$ cat src/rtl/seven_segments_mux_n.sv
// ============================================================================
// Module      : seven_segments_mux_n
// Description : Multiplexed N-digit seven-segment driver with hex decode,
//               leading-zero blanking, per-digit dots, PWM brightness,
//               anti-ghosting guard interval and double-buffered updates.
// Revision    : 1.0 - initial release
// ============================================================================
`default_nettype none

module seven_segments_mux_n #(
   parameter int DIGITS           = 3,
   parameter int REFRESH_DIV      = 50000,
   parameter int PWM_BITS         = 4,
   parameter int GUARD            = 4,
   parameter bit ANODE_ACTIVE_LOW = 1'b1,
   parameter bit SEG_ACTIVE_LOW   = 1'b1
) (
   input  logic                  clk,
   input  logic                  rst,
   input  logic                  load,
   input  logic [4*DIGITS-1:0]   value,
   input  logic [DIGITS-1:0]     dots,
   input  logic                  blank_lz,
   input  logic [PWM_BITS-1:0]   brightness,
   input  logic                  enable,
   output logic [7:0]            display_7seg_bus,
   output logic [DIGITS-1:0]     display_7seg_anodes,
   output logic                  update_pending,
   output logic                  frame_tick
);

   localparam int DIV_W = (REFRESH_DIV > 1) ? $clog2(REFRESH_DIV) : 1;
   localparam int DIG_W = (DIGITS > 1) ? $clog2(DIGITS) : 1;

   localparam logic [DIV_W-1:0]    DIV_LAST   = DIV_W'(REFRESH_DIV - 1);
   localparam logic [DIV_W-1:0]    GUARD_END  = DIV_W'(GUARD);
   localparam logic [DIG_W-1:0]    DIG_LAST   = DIG_W'(DIGITS - 1);
   localparam logic [DIV_W-1:0]    DIV_ONE    = DIV_W'(1);
   localparam logic [DIG_W-1:0]    DIG_ONE    = DIG_W'(1);
   localparam logic [PWM_BITS-1:0] PWM_ONE    = PWM_BITS'(1);
   localparam logic [7:0]          BUS_OFF    = SEG_ACTIVE_LOW ? 8'hFF : 8'h00;
   localparam logic [DIGITS-1:0]   ANODES_OFF = {DIGITS{ANODE_ACTIVE_LOW}};

   // Scan state
   logic [DIV_W-1:0]    div_cnt;
   logic [DIG_W-1:0]    dig;
   logic [PWM_BITS-1:0] pwm_cnt;

   // Pending (written by load) and active (displayed) buffers
   logic [4*DIGITS-1:0] pend_value, act_value;
   logic [DIGITS-1:0]   pend_dots, act_dots;
   logic                pend_blz, act_blz;

   // Combinational scan decode
   logic                slot_end;
   logic                frame_end;
   logic [3:0]          sel_nib;
   logic                sel_dot;
   logic                sel_blank;
   logic                upper_zero;
   logic [6:0]          seg;
   logic [7:0]          raw_bus;
   logic                digit_on;
   logic [DIGITS-1:0]   anode_on;

   // Hex nibble to segments g..a, active-high
   function automatic logic [6:0] hex_to_seg(input logic [3:0] nib);
      logic [6:0] s;
      case (nib)
         4'h0: s = 7'h3F;  4'h1: s = 7'h06;  4'h2: s = 7'h5B;  4'h3: s = 7'h4F;
         4'h4: s = 7'h66;  4'h5: s = 7'h6D;  4'h6: s = 7'h7D;  4'h7: s = 7'h07;
         4'h8: s = 7'h7F;  4'h9: s = 7'h6F;  4'hA: s = 7'h77;  4'hB: s = 7'h7C;
         4'hC: s = 7'h39;  4'hD: s = 7'h5E;  4'hE: s = 7'h79;  default: s = 7'h71;
      endcase
      return s;
   endfunction

   assign slot_end  = (div_cnt == DIV_LAST);
   assign frame_end = slot_end && (dig == DIG_LAST);

   // Select the scanned digit; walk from the top down so the blanking flag
   // knows whether every more-significant nibble is zero
   always_comb begin
      sel_nib    = 4'h0;
      sel_dot    = 1'b0;
      sel_blank  = 1'b0;
      upper_zero = 1'b1;
      for (int i = DIGITS - 1; i >= 0; i--) begin
         upper_zero = upper_zero && (act_value[4*i +: 4] == 4'h0);
         if (dig == DIG_W'(i)) begin
            sel_nib   = act_value[4*i +: 4];
            sel_dot   = act_dots[i];
            sel_blank = act_blz && upper_zero && (i != 0);
         end
      end
   end

   // Segment pattern and single-anode enable for the scanned digit
   always_comb begin
      seg      = sel_blank ? 7'h00 : hex_to_seg(sel_nib);
      raw_bus  = {sel_dot, seg};
      digit_on = enable && (div_cnt >= GUARD_END) && (pwm_cnt < brightness);
      anode_on = '0;
      for (int i = 0; i < DIGITS; i++) begin
         anode_on[i] = digit_on && (dig == DIG_W'(i));
      end
   end

   // Slot prescaler, digit index and free-running PWM counter
   always_ff @(posedge clk or posedge rst) begin
      if (rst) begin
         div_cnt <= '0;
         dig     <= '0;
         pwm_cnt <= '0;
      end else begin
         pwm_cnt <= pwm_cnt + PWM_ONE;
         if (slot_end) begin
            div_cnt <= '0;
            dig     <= (dig == DIG_LAST) ? '0 : dig + DIG_ONE;
         end else begin
            div_cnt <= div_cnt + DIV_ONE;
         end
      end
   end

   // Double buffer: loads go to pending, promoted only at the frame boundary;
   // a load on the boundary itself bypasses straight to the active set
   always_ff @(posedge clk or posedge rst) begin
      if (rst) begin
         pend_value     <= '0;
         pend_dots      <= '0;
         pend_blz       <= 1'b0;
         act_value      <= '0;
         act_dots       <= '0;
         act_blz        <= 1'b0;
         update_pending <= 1'b0;
      end else if (load) begin
         pend_value <= value;
         pend_dots  <= dots;
         pend_blz   <= blank_lz;
         if (frame_end) begin
            act_value      <= value;
            act_dots       <= dots;
            act_blz        <= blank_lz;
            update_pending <= 1'b0;
         end else begin
            update_pending <= 1'b1;
         end
      end else if (frame_end && update_pending) begin
         act_value      <= pend_value;
         act_dots       <= pend_dots;
         act_blz        <= pend_blz;
         update_pending <= 1'b0;
      end
   end

   // Registered pins with polarity applied, plus the frame pulse
   always_ff @(posedge clk or posedge rst) begin
      if (rst) begin
         display_7seg_bus    <= BUS_OFF;
         display_7seg_anodes <= ANODES_OFF;
         frame_tick          <= 1'b0;
      end else begin
         display_7seg_bus    <= SEG_ACTIVE_LOW ? ~raw_bus : raw_bus;
         display_7seg_anodes <= ANODE_ACTIVE_LOW ? ~anode_on : anode_on;
         frame_tick          <= frame_end;
      end
   end

endmodule

`default_nettype wire

$ cat config.mk
export PLATFORM = sky130hd
export DESIGN_NAME = seven_segments_mux_n
export DESIGN_NICKNAME = d
export VERILOG_FILES = /design/src/rtl/seven_segments_mux_n.sv
export SDC_FILE = /design/constraint.sdc
export NUM_CORES = 1
export LEC_CHECK = 0
export ABC_CLOCK_PERIOD_IN_PS = 2000
export CAP_MARGIN = 20
export CORE_ASPECT_RATIO = 0.9
export CORE_MARGIN = 10
export CORE_UTILIZATION = 50
export DETAILED_ROUTE_END_ITERATION = 8
export PLACE_DENSITY = 0.75
export SYNTH_ARGS = -nofsm -noshare
export SYNTH_HDL_FRONTEND = slang
export SYNTH_SLANG_ARGS = --single-unit
$ cat constraint.sdc
create_clock -name clk -period 2 [get_ports clk]
set_input_delay 0.4 -clock clk [delete_from_list [all_inputs] [get_ports clk]]
set_output_delay 0.4 -clock clk [all_outputs]
set_load 0.02 [all_outputs]
==> results.md <==
- Async SR Flop Fraction: 100%
- ANT nets after route: 0
- Post-synth top cells: 56 x dfrtp_1, 25 x mux2_2, 13 x inv_1, 13 x nor2_1
- Largest cells by area after synthesis: dfrtp_1 44%, dfstp_2 9.0%, mux2_2 8.8%, ha_1 4.7%, mux2_4 4.7%
- TritonCTS Sinks: 67
- MaxCap Viol Count: 0
- Final setup fails: 0
- CP Data Required Time: between 2 and 2.5 ns
- CTS tree: yes
- Per-cell routed wire length: ~16 um
- Share of cells above drive strength 1: 29.9%
- Initial antenna violation count: 0
- Max stage delay cell, worst path: dfrtp_1
- Prevailing post-synth register cell: dfrtp_1
- Synthesized area per cell: between 10 and 15 um^2
- Fin crit period: approximately 1.9 ns
- Critical path type: flip-flop to flip-flop
- Critical Path Source Type: flip-flop
- IO buf count: 36
- Slew HR: a little over two thirds
- Fin crit share: between 90% and 100%
- Hold Fails Final Rpt: 0
- 1st-iter DRT viols: 131
- Endpoint type of the worst setup path: flip-flop
- Die width: 104 um
- Synth Instances: 255
- Largest net degree at the start of global routing: about 70
- Routability Congestion: between 0.9 and 1
- Vias: ~2200
- Cells after DPL: a little under 400
- Net Count, Synth: just under 300
- Grt total ovfl: 0
- CTS clock-pin slew for the worst setup and hold paths: 0.08 ns
- TritonCTS Buffers: 9
- Status: finished, final reports clean
- DP HPWL: 4750 um
- Max-slew violations: 0
- Core ar.: ~6000 um^2
- CP top delay family: simple AND/OR/NAND/NOR gates
- Synth top area share: 43.6%
- Synth-to-layout area growth: 28.6%
- Clk pwr share: a little under half
- Crit path buf inv count: 1
- I/O pin count: 37
- #FFs+latches synth: between 60 and 70
- Worst-Margin Slew: approximately 0.44 ns
- Antenna fix cells: 0
- 1st-pass router iterations: 4
- Psw: 621 uW
- Total GRT Usage: 14.1%
- Post-Place Worst Slack: 0.0650 ns
- Later-pin clock latency in the skew report: about 0.34 ns
- Fin nets: between 300 and 400
- Delay of the slowest critical-path stage: 0.45 ns
- RSZ-0062 raised after global routing: no
- First-pass GRT wire length: approximately 11000 um
- Post-synthesis sequential area ratio: 52.6%
- Die Height: between 90 and 100 um
- F_max: about 0.53 GHz
- Crit-path cells: nor4_4 > nand2_2 > nor4b_4 > buf_12 > mux2_2
- CTS H-tree depth: 3
- Total Wirelength: between 6000 and 7000 um
- Syn. warnings: 0
- Switch share: between 20% and 30%
- HP Class: flip-flop to flip-flop
- CP Data Arrival Time: 2.12 ns
- Vias in the first global route: approximately 2300
- Number of synthesized flops with an enable pin: 0
- DR DRC count: 0
- Cell Area, Synth: between 3000 and 4000 um^2
- P_leak: between 0.0015 and 0.002 uW
- Final std cells w/o fill: between 400 and 500
- Starting Density: around 52%
- Top fanout value on the critical path: 16
- Full die area: between 10000 and 15000 um^2
- Root buf cell: clkbuf_8
- P_int: ~2300 uW
- Area leader, netlist: dfrtp_1
- Final WS setup: between 0.1 and 0.15 ns
- Netlist cell types: 50
- Post-CTS Setup Bufs: 0
- Reg power frac: between 40% and 50%
- DR vias/cell: 5.35
- Power Density: around 710 nW/um^2
- Logic pwr share: between 4 and 5%
- Worst clock skew: between 0.006 and 0.007 ns
- # rows: 27
- Most numerous cell in the Yosys netlist: dfrtp_1
- Total power draw: approximately 2900 uW
- Clock Path Buffers: 2
- Peak VDD IR: ~0.00052 V
[cells by family after synthesis]
logic type | synth area share, %
AOI/OAI and AO/OA | 7.79
xor gates and xnor gates | 4.36
adders and majority gates | 4.67
buffers and inverters | 2.88
DFF | 52.6
muxes | 15.6
and+or+nand+nor | 12.0
[timing repair]
item,in CTS,in global routing
hold buffers,0,0
endpoints found under the setup margin,0,3
gates resized for setup,0,3
[final cells by class]
| cell class | instances | area, um^2 |
|---|---|---|
| fill | 474 | 2050 |
| sequential | 67 | 1690 |
| multi-input combinational | 167 | 1460 |
| timing repair buffer | 61 | 573 |
| clock buffer | 9 | 124 |
| clock inverter | 7 | 124 |
| tap | 87 | 109 |
| inverter | 13 | 52.6 |
[power groups by stage]
stage,clock network [uW],logic (uW),registers [uW]
after global routing,1470,160,1400
after floorplan,0,73.0,1420
final,1390,144,1400
after detailed placement,0,147,1420
after global placement,0,143,1420
after CTS,1410,148,1400
[sequential cells by signal (all words and copies together) (netlist names)]
signal	cells
display_7seg_bus	8
pwm_cnt	4
dig	2
update_pending	1
pend_blz	1
frame_tick	1
act_dots	3
pend_dots	3
pend_value	12
act_value	12
div_cnt	16
display_7seg_anodes	3
act_blz	1
[layer usage]
metal	track usage (%)	part of all wire, %	vias up
li1	-	-	1042
met1	18.3	47	1091
met2	22.0	47	56
met3	3.74	4.4	10
met4	5.79	1.7	0
met5	0	0	-
[placed cells by master (no fill, tap or decap), drive strengths merged, types with 2 or more instances in the layout]
cell | netlist | final
a21o | 2 | 2
buf | 4 | 25
clkdlybuf4s50 | 0 | 36
nor2 | 13 | 13
nor3 | 6 | 6
and4 | 2 | 2
nand2 | 7 | 7
ha | 12 | 12
and3 | 2 | 2
bufinv | 0 | 3
clkinvlp | 0 | 2
xor2 | 11 | 11
mux2 | 35 | 35
dfstp | 11 | 11
nor2b | 4 | 4
inv | 13 | 14
a21oi | 4 | 4
nand4 | 5 | 5
o2bb2ai | 2 | 2
mux2i | 7 | 7
a2bb2oi | 2 | 2
nand3 | 12 | 12
o211a | 2 | 2
dfrtp | 56 | 56
nand3b | 2 | 2
o211ai | 10 | 10
nor4 | 4 | 4
xnor2 | 5 | 5
o21ai | 3 | 3
clkbuf | 4 | 9
[stage by stage]
stage | setup TNS [ns] | utilization, % | instance area, um^2 | hold WS (ns)
floorplan | -0.305 | - | 3230 | 0.383
global placement | 0 | 62.6 | 3870 | 0.420
detailed placement | 0 | 62.6 | 3870 | 0.428
CTS | 0 | 66.6 | 4120 | 0.439
global route | 0 | 66.8 | 4130 | 0.478
finish | 0 | 66.8 | 4130 | 0.438
[path summary, 6_finish.rpt]
kind | slack (ns) | start | cells after the start | to
hold reg to reg | 0.44 | act_dots[1]$_DFFE_PP0P_ | 1 | display_7seg_bus[7]$_DFF_PP1_
setup reg to reg | 0.11 | div_cnt[11]$_DFF_PP0_ | 5 | act_value[9]$_DFFE_PP0P_
setup / recovery | 0.11 | div_cnt[11]$_DFF_PP0_ | 5 | act_value[9]$_DFFE_PP0P_
hold / removal | 0.44 | act_dots[1]$_DFFE_PP0P_ | 1 | display_7seg_bus[7]$_DFF_PP1_
min in group asynchronous | 0.49 | rst | 3 | div_cnt[1]$_DFF_PP0_
max in group asynchronous | 1.19 | rst | 3 | display_7seg_bus[4]$_DFF_PP1_
(Power assumes the default switching activity.)
